File: config.mk
export PLATFORM = sky130hd
export DESIGN_NAME = debug_uart_tx_flat
export DESIGN_NICKNAME = d
export VERILOG_FILES = /design/src/rtl/debug_uart_tx_if.sv /design/src/rtl/debug_uart_tx.sv /design/src/flat_wrapper.sv
export SDC_FILE = /design/constraint.sdc
export NUM_CORES = 1
export LEC_CHECK = 0
export ABC_AREA = 0
export CORE_ASPECT_RATIO = 0.9
export CORE_MARGIN = 8
export CORE_UTILIZATION = 45
export DETAILED_ROUTE_END_ITERATION = 7
export DONT_BUFFER_PORTS = 1
export GPL_ROUTABILITY_DRIVEN = 0
export SYNTH_ARGS = -nofsm -noshare
export SYNTH_HDL_FRONTEND = slang
export SYNTH_SLANG_ARGS = --single-unit
File: constraint.sdc
create_clock -name clk -period 2.7 [get_ports clk]
set_input_delay 0.135 -clock clk [delete_from_list [all_inputs] [get_ports clk]]
set_output_delay 0.135 -clock clk [all_outputs]
set_load 0.005 [all_outputs]
File: src/rtl/debug_uart_tx_if.sv
// Bus bundle for debug_uart_tx: trigger, snapshot ports and the serial-side status outputs.
// The master drives trigger/ports; the slave (serializer) drives tx and status.
interface debug_uart_tx_if;
    logic       trigger;
    logic [7:0] debug_port1;
    logic [7:0] debug_port2;
    logic [7:0] debug_port3;
    logic [7:0] debug_port4;
    logic [7:0] debug_port5;
    logic [7:0] debug_port6;
    logic [7:0] debug_port7;
    logic       tx;
    logic       busy;
    logic       frame_done;
    logic       overrun;
    logic [7:0] seq;

    modport master (
        output trigger, debug_port1, debug_port2, debug_port3, debug_port4,
               debug_port5, debug_port6, debug_port7,
        input  tx, busy, frame_done, overrun, seq
    );

    modport slave (
        input  trigger, debug_port1, debug_port2, debug_port3, debug_port4,
               debug_port5, debug_port6, debug_port7,
        output tx, busy, frame_done, overrun, seq
    );
endinterface

File: src/rtl/debug_uart_tx.sv
// Debug-port frame serializer: snapshots seven 8-bit ports on trigger and sends
// SYNC, seq, p1..p7, chk as contiguous 8N1 bytes on tx.
module debug_uart_tx #(
    parameter int unsigned CLKS_PER_BIT = 16,
    parameter logic [7:0]  SYNC_BYTE    = 8'hA5
) (
    input  logic           clk,
    input  logic           nreset,
    debug_uart_tx_if.slave bus
);
    localparam int unsigned BW = $clog2(CLKS_PER_BIT);
    localparam logic [BW-1:0] BAUD_LAST = BW'(CLKS_PER_BIT - 1);

    typedef enum logic [1:0] {IDLE, START, DATA, STOP} state_t;

    state_t        state;
    logic [BW-1:0] baud;
    logic [2:0]    bit_idx;
    logic [3:0]    byte_idx;
    logic [7:0]    shift;
    logic [7:0]    sh_seq;
    logic [7:0]    sh_p [7];
    logic [7:0]    chk;
    logic [7:0]    next_byte;
    logic          bit_end;

    assign bit_end = (baud == BAUD_LAST);

    always_comb begin
        chk = sh_seq;
        for (int unsigned i = 0; i < 7; i++) chk = chk ^ sh_p[i];
    end

    // Byte that follows the one currently in flight.
    always_comb begin
        next_byte = SYNC_BYTE;
        case (byte_idx)
            4'd0:    next_byte = sh_seq;
            4'd1:    next_byte = sh_p[0];
            4'd2:    next_byte = sh_p[1];
            4'd3:    next_byte = sh_p[2];
            4'd4:    next_byte = sh_p[3];
            4'd5:    next_byte = sh_p[4];
            4'd6:    next_byte = sh_p[5];
            4'd7:    next_byte = sh_p[6];
            4'd8:    next_byte = chk;
            default: next_byte = SYNC_BYTE;
        endcase
    end

    always_ff @(posedge clk) begin
        if (nreset) begin
            state          <= IDLE;
            baud           <= '0;
            bit_idx        <= '0;
            byte_idx       <= '0;
            shift          <= '0;
            sh_seq         <= '0;
            for (int unsigned i = 0; i < 7; i++) sh_p[i] <= '0;
            bus.tx         <= 1'b1;
            bus.busy       <= 1'b0;
            bus.frame_done <= 1'b0;
            bus.overrun    <= 1'b0;
            bus.seq        <= '0;
        end else begin
            bus.frame_done <= 1'b0;
            if (bus.trigger && state != IDLE) bus.overrun <= 1'b1;
            case (state)
                IDLE: begin
                    if (bus.trigger) begin
                        sh_seq   <= bus.seq;
                        sh_p[0]  <= bus.debug_port1;
                        sh_p[1]  <= bus.debug_port2;
                        sh_p[2]  <= bus.debug_port3;
                        sh_p[3]  <= bus.debug_port4;
                        sh_p[4]  <= bus.debug_port5;
                        sh_p[5]  <= bus.debug_port6;
                        sh_p[6]  <= bus.debug_port7;
                        bus.seq  <= bus.seq + 8'd1;
                        shift    <= SYNC_BYTE;
                        byte_idx <= '0;
                        baud     <= '0;
                        bus.tx   <= 1'b0;
                        bus.busy <= 1'b1;
                        state    <= START;
                    end
                end
                START: begin
                    if (bit_end) begin
                        baud    <= '0;
                        bit_idx <= '0;
                        bus.tx  <= shift[0];
                        shift   <= shift >> 1;
                        state   <= DATA;
                    end else begin
                        baud <= baud + 1'b1;
                    end
                end
                DATA: begin
                    if (bit_end) begin
                        baud <= '0;
                        if (bit_idx == 3'd7) begin
                            bus.tx <= 1'b1;
                            state  <= STOP;
                        end else begin
                            bus.tx  <= shift[0];
                            shift   <= shift >> 1;
                            bit_idx <= bit_idx + 3'd1;
                        end
                    end else begin
                        baud <= baud + 1'b1;
                    end
                end
                STOP: begin
                    if (bit_end) begin
                        baud <= '0;
                        if (byte_idx < 4'd9) begin
                            byte_idx <= byte_idx + 4'd1;
                            shift    <= next_byte;
                            bus.tx   <= 1'b0;
                            state    <= START;
                        end else begin
                            byte_idx       <= '0;
                            bus.busy       <= 1'b0;
                            bus.frame_done <= 1'b1;
                            state          <= IDLE;
                        end
                    end else begin
                        baud <= baud + 1'b1;
                    end
                end
                default: state <= IDLE;
            endcase
        end
    end
endmodule

File: src/flat_wrapper.sv
// flat-port wrapper written by rule: the top's interface ports become plain ports
module debug_uart_tx_flat 
#(
    parameter int unsigned CLKS_PER_BIT = 16,
    parameter logic [7:0]  SYNC_BYTE    = 8'hA5
)
  (clk, nreset, bus_trigger, bus_debug_port1, bus_debug_port2, bus_debug_port3, bus_debug_port4, bus_debug_port5, bus_debug_port6, bus_debug_port7, bus_tx, bus_busy, bus_frame_done, bus_overrun, bus_seq);
  debug_uart_tx_if bus_i ();
  input  logic clk;
  input  logic nreset;
  input wire logic [$bits(bus_i.trigger)-1:0] bus_trigger;
  input wire logic [$bits(bus_i.debug_port1)-1:0] bus_debug_port1;
  input wire logic [$bits(bus_i.debug_port2)-1:0] bus_debug_port2;
  input wire logic [$bits(bus_i.debug_port3)-1:0] bus_debug_port3;
  input wire logic [$bits(bus_i.debug_port4)-1:0] bus_debug_port4;
  input wire logic [$bits(bus_i.debug_port5)-1:0] bus_debug_port5;
  input wire logic [$bits(bus_i.debug_port6)-1:0] bus_debug_port6;
  input wire logic [$bits(bus_i.debug_port7)-1:0] bus_debug_port7;
  output wire logic [$bits(bus_i.tx)-1:0] bus_tx;
  output wire logic [$bits(bus_i.busy)-1:0] bus_busy;
  output wire logic [$bits(bus_i.frame_done)-1:0] bus_frame_done;
  output wire logic [$bits(bus_i.overrun)-1:0] bus_overrun;
  output wire logic [$bits(bus_i.seq)-1:0] bus_seq;
  assign bus_i.trigger = bus_trigger;
  assign bus_i.debug_port1 = bus_debug_port1;
  assign bus_i.debug_port2 = bus_debug_port2;
  assign bus_i.debug_port3 = bus_debug_port3;
  assign bus_i.debug_port4 = bus_debug_port4;
  assign bus_i.debug_port5 = bus_debug_port5;
  assign bus_i.debug_port6 = bus_debug_port6;
  assign bus_i.debug_port7 = bus_debug_port7;
  assign bus_tx = bus_i.tx;
  assign bus_busy = bus_i.busy;
  assign bus_frame_done = bus_i.frame_done;
  assign bus_overrun = bus_i.overrun;
  assign bus_seq = bus_i.seq;
  debug_uart_tx #(.CLKS_PER_BIT(CLKS_PER_BIT), .SYNC_BYTE(SYNC_BYTE)) u_core (.clk(clk), .nreset(nreset), .bus(bus_i));
endmodule
## Yosys cells after proc, flatten, opt, wreduce, memory -nomap -nowiden

Memory sizes are Yosys's and may differ from the RTL's.
Cells that the tools add are included.
W data, S select, Z words.

| cells by class | value |
|---|---|
| order comparisons | 1 |
| reduce and logical (&&, ||, !) cells | 15 |
| bitwise operators | 16 |
| $add $sub $neg | 4 |
| equality and inequality tests | 21 |
| muxes and demuxes | 50 |

Operators by type and width:

| cell | count |
|---|---|
| $mux W8 | 13 |
| $pmux W8 S9 | 1 |
| $xor A8 B8 Y8 | 7 |
| $pmux W8 S4 | 1 |
| $mux W1 | 17 |
| $eq A4 B3 Y1 const B | 4 |
| $mux W4 | 4 |
| $pmux W4 S2 | 2 |
| $mux W2 | 5 |
| $ne A2 B1 Y1 const B | 5 |
| $reduce_and A5 Y1 | 2 |
| $mux W3 | 3 |
| $add A4 B1 Y4 const B | 2 |
| $add A8 B1 Y8 const B | 1 |
| $eq A4 B2 Y1 const B | 2 |
| $eq A4 B4 Y1 const B | 2 |
| $pmux W2 S4 | 1 |
| $reduce_and A4 Y1 | 2 |
| $or A1 B1 Y1 | 7 |
| $ne A2 B2 Y1 const B | 3 |
| $pmux W3 S2 | 1 |
| $reduce_and A6 Y1 | 1 |
| $reduce_bool A2 Y1 | 3 |
| $reduce_or A3 Y1 | 2 |
| 14 further kinds | 16 |

| word-level totals | value |
|---|---|
| memories | 1 |
| output and inout bits | 12 |
| register bits | 41 |
| word-level logic and storage cells | 119 |
| RAM bits | 56 |

Memory list:

| name | words | width | rd ports | clocked after Yosys merged registers in | write ports | line | source |
|---|---|---|---|---|---|---|---|
| u_core.sh_p | 7 | 8 | 7 | 0 | 7 | debug_uart_tx.sv:22 | `logic [7:0] sh_p [7];` |

## Longest topological paths before layout

An unclocked memory read counts as a cell.

| logic depth | value |
|---|---|
| depth in word-level cells | 12 |
| depth in mapped cells | 9 |
| gate-level depth less buffers | 7 |

## Least setup slack after synthesis

No wires, ideal clock.

| timing | value |
|---|---|
| kind | register to register |
| from | register u_core.state[0] |
| to | memory u_core.sh_p[0][0] (enable) |
| path buffers | 1 |
| cell stages (with the launch flop) | 6 |
| setup time | 0.636 ns |
| arrival | 2.017 ns |
| path slack | 0.047 ns |
| path through | dfxtp_1 -> inv_1 -> ha_1 -> nand2_1 -> clkbuf_1 -> nand2_1 |

RTL lines:

| element | line | source |
|---|---|---|
| from (decl) | debug_uart_tx.sv:16 | `state_t state;` |
| from (signal assigned) | debug_uart_tx.sv:53 | `state <= IDLE;` |
| from (signal assigned) | debug_uart_tx.sv:85 | `state <= START;` |
| from (signal assigned) | debug_uart_tx.sv:94 | `state <= DATA;` |
| to (decl) | debug_uart_tx.sv:22 |  |

## Worst setup path in the final report

| timing | value |
|---|---|
| from | register u_core.byte_idx[0] |
| to | register u_core.shift[5] |

| between the ends | value |
|---|---|
| word-level cells in the longest chain between the ends | 5 |
| elaborated cells on any way between the ends | 16 |
| those cells by class | order compare: 1; eq/ne: 9; mux: 4; reduce/logical: 2 |

Ends and longest elaborated chain:

| element | line | source |
|---|---|---|
| from (decl) | debug_uart_tx.sv:19 | `logic [3:0] byte_idx;` |
| from (signal assigned) | debug_uart_tx.sv:118 | `byte_idx <= byte_idx + 4'd1;` |
| $eq A4 B4 Y1, or another cell as far along | debug_uart_tx.sv:37 | `case (byte_idx)` |
| $pmux W8 S9 | debug_uart_tx.sv:37 |  |
| $mux W8 | debug_uart_tx.sv:117 | `if (byte_idx < 4'd9) begin` |
| $mux W8 | debug_uart_tx.sv:115 | `if (bit_end) begin` |
| $pmux W8 S4 | debug_uart_tx.sv:68 | `case (state)` |
| to (signal assigned) | debug_uart_tx.sv:93 | `shift <= shift >> 1;` |
| to (signal assigned) | debug_uart_tx.sv:107 | `shift <= shift >> 1;` |
| to (signal assigned) | debug_uart_tx.sv:119 | `shift <= next_byte;` |
| to (decl) | debug_uart_tx.sv:20 | `logic [7:0] shift;` |

Several ways; a longest one is shown, not always the timed one. The select of a mux whose other input is x is not followed.
A chain may end at the register's enable or synchronous reset.

==> impl_metrics.json <==
{
  "clock-sinks": 97,
  "ir_drop_v": 0.000465,
  "final_antenna_net_count": 0,
  "diodes": 0,
  "vias_per_cell": 5.58,
  "synth_area_leaders": "edfxtp_1, dfxtp_1, xnor2_1",
  "fin_nets": 574,
  "synth-simple-area-share_pct": 17.3,
  "cts_max_level": 3,
  "rows": 37,
  "antenna_found_initial": 0,
  "grt_pass1_wl_um": 19500,
  "fin_crit_sh_pct": 90.1,
  "cp_slowest_cell": "ha_1",
  "first_pass_iters": 5,
  "register_area_mm2": 0.00250,
  "hold_path_end": "u_core.sh_p[2][7]$_SDFFCE_PN0P_",
  "fillerInstances": 1010,
  "synth_edf_count": 56,
  "numCtsBuffers": 9,
  "rsz0062_at_grt": "false",
  "fmax_mhz": 411,
  "synthAdderAreaFrac_pct": 3.19,
  "cp_cell_sequence": "inv_1 > ha_1 > nor2b_2 > o22a_2 > nand3_4 > a2111oi_1 > a211oi_1",
  "maxCapViolations": 0,
  "io_pins": 71,
  "syn_nets": 558,
  "final_common_cell": "edfxtp_1",
  "drc": 0,
  "path_delay_family": "compound AO/OA/AOI/OAI gates",
  "track_usage_pct": 17.0,
  "netlist_area_mm2": 0.00510,
  "drt_iter0_markers": 336,
  "wl_per_cell_um": 18.6,
  "finalClockSkew_ns": 0.00945,
  "layout_common_cells": "edfxtp_1, and3_1, xnor2_1, dfxtp_1, nand2_1",
  "whs_ns": 0.0173,
  "worstPathRequired_ns": 2.92,
  "tightestPinTransition_ns": 0.917,
  "clockBufferDepth": 2,
  "wirelength_um": 12300,
  "power_density_mw_per_mm2": 915,
  "grt_max_degree": 48,
  "design.die.area_mm2": 0.0150,
  "via_count": 3701,
  "timing.final.hold_violations": 0,
  "fp.dieW_um": 128,
  "worstReg2RegEnd": "u_core.shift[5]$_SDFFE_PP0P_",
  "ys_ff_latch": 97,
  "ys.flop_type": "edfxtp_1",
  "design_area_mm2": 0.00580,
  "p_leak_nw": 2.20,
  "synth_top_family_by_area": "simple AND/OR/NAND/NOR gates",
  "hp-start": "bus_debug_port3[7]",
  "clkTransAtPathRegs_ns": 0.07,
  "cts_resized": 0,
  "die_h_um": 117,
  "synthXorXnorAreaFrac_pct": 10.8,
  "fin_tns_setup_ns": 0,
  "synth_cell_types": 56,
  "cp.arrival_ns": 2.65,
  "drive_gt1_share_pct": 7.10,
  "finalSetupViolations": 0,
  "crit_path_start_kind": "register",
  "critical_path_class": "register to register",
  "syn_area_per_cell_um2": 10.5,
  "start_util_pct": 45.3,
  "synth_top_cell_area_share_pct": 33.0,
  "first_global_vias": 3674,
  "multi_input_area_mm2": 0.00242,
  "cts_root_buf": "clkbuf_16",
  "reg2reg_from": "u_core.byte_idx[0]$_SDFFE_PP0P_",
  "yosys.area.top_type": "edfxtp_1",
  "clock_latency_ns": 0.35,
  "setup.worst_path.end_class": "register",
  "yosysWarnings": 0,
  "synth_compound_area_share_pct": 13.6,
  "dpl-instance-area_mm2": 0.00523,
  "syn_to_final_growth_pct": 13.8,
  "ys_async_sr_fraction_pct": 0,
  "reg2reg_slack_ns": 0.27,
  "worstRegToRegCells": 7,
  "period_minus_slack_ns": 2.43,
  "report.final.slew_viol_count": 0,
  "cts_tree": "yes",
  "min_path_type": "primary input to register",
  "seq_area_frac_synth_pct": 49.1,
  "hold_depth": 1,
  "numPortBuffers": 0,
  "muxShareOfSynthArea_pct": 2.60,
  "syn_inst": 486,
  "grt_overflow_total": 0,
  "core_area_mm2": 0.0112,
  "status": "finished, final reports clean",
  "cts_setup_buffers": 0,
  "slew_headroom_pct": 38.8,
  "worst-path-max-fanout": 15,
  "path_buf_inv": 1,
  "dp.final_hpwl_um": 8720,
  "cpPeakStageDelay_ns": 0.58
}
[where the power goes]
group          switching [mW]  internal, mW  leakage (nW)
sequential              0.247          1.92         0.937
clock                   0.556         0.722         0.145
combinational            1.07         0.800          1.12
[how the worst max path moves through the flow]
| stage | from | end | slack (ns) | cells past startpoint |
|---|---|---|---|---|
| after detailed placement | u_core.byte_idx[0]$_SDFFE_PP0P_ | u_core.shift[4]$_SDFFE_PP0P_ | 0.29 | 7 |
| after CTS | u_core.byte_idx[0]$_SDFFE_PP0P_ | u_core.shift[4]$_SDFFE_PP0P_ | 0.29 | 7 |
| final | u_core.byte_idx[0]$_SDFFE_PP0P_ | u_core.shift[5]$_SDFFE_PP0P_ | 0.27 | 7 |
| after global placement | u_core.byte_idx[0]$_SDFFE_PP0P_ | u_core.shift[1]$_SDFFE_PP0P_ | 0.40 | 7 |
| after global routing | u_core.byte_idx[0]$_SDFFE_PP0P_ | u_core.shift[2]$_SDFFE_PP0P_ | 0.02 | 7 |
| after floorplan | u_core.state[0]$_SDFFE_PP0P_ | u_core.sh_p[0][0]$_SDFFCE_PN0P_ | 0.05 | 5 |
[per-stage QoR]
stage	util, %	std cells	total power, mW	setup slack (ns)
global route	51.6	663	5.63	0.0237
floorplan	-	486	3.56	0.0469
global placement	46.5	620	3.98	0.400
finish	51.6	663	5.31	0.267
detailed placement	46.5	620	4.02	0.289
CTS	50.6	652	5.34	0.286
[worst register-to-register path: cells and delay by family (launching register included)]
kind	cells	cell delay, ns
adder cells (fa/ha/maj)	1	0.58
AND/OR/NAND/NOR	2	0.47
buffers and inverters	1	0.12
flip-flops	1	0.35
AO/OA/AOI/OAI	3	0.78
[layer usage]
metal | share of wire, % | vias to the layer above | GRT usage, %
met5 | 0 | - | 0
met2 | 47 | 94 | 27.2
met3 | 5.3 | 13 | 6.16
met1 | 46 | 1783 | 20.9
li1 | - | 1811 | -
met4 | 1.6 | 0 | 5.78
[cell type report]
class	count	area share, %
sequential	97	43.1
inverter	8	0.517
multi-input combinational	350	41.7
timing repair buffer	36	6.21
tap	156	3.36
clock inverter	6	1.12
clock buffer	10	3.95
[Yosys cell counts (all sizes together) (10+ instances only)]
| library cell | number |
|---|---|
| dfxtp | 41 |
| buf | 15 |
| clkbuf | 16 |
| mux2 | 10 |
| xnor2 | 49 |
| xor2 | 14 |
| ha | 13 |
| a21oi | 25 |
| a22oi | 20 |
| nand2 | 38 |
| nor2b | 11 |
| o21ai | 12 |
| nor2 | 27 |
| and3 | 51 |
| edfxtp | 56 |
[flip-flops by register name, summed over array words and instances, names as in the netlist, 2 cells and up]
name and count:
u_core.baud 4, u_core.bit_idx 3, u_core.bus.seq 8, u_core.byte_idx 4, u_core.sh_p 56, u_core.sh_seq 8, u_core.shift 8, u_core.state 2
[what timing repair did]
action	4_1_cts	5_1_grt
setup endpoints to repair	0	0
endpoints found under the hold margin	46	11
hold buffers	16	11
[kinds of logic after synthesis]
logic type / count (synthesis)
AOI/OAI and AO/OA: 97
xor gates and xnor gates: 63
adders and majority gates: 13
buffers and inverters: 39
DFF: 97
muxes: 12
and+or+nand+nor: 165
(Power assumes the default switching activity.)
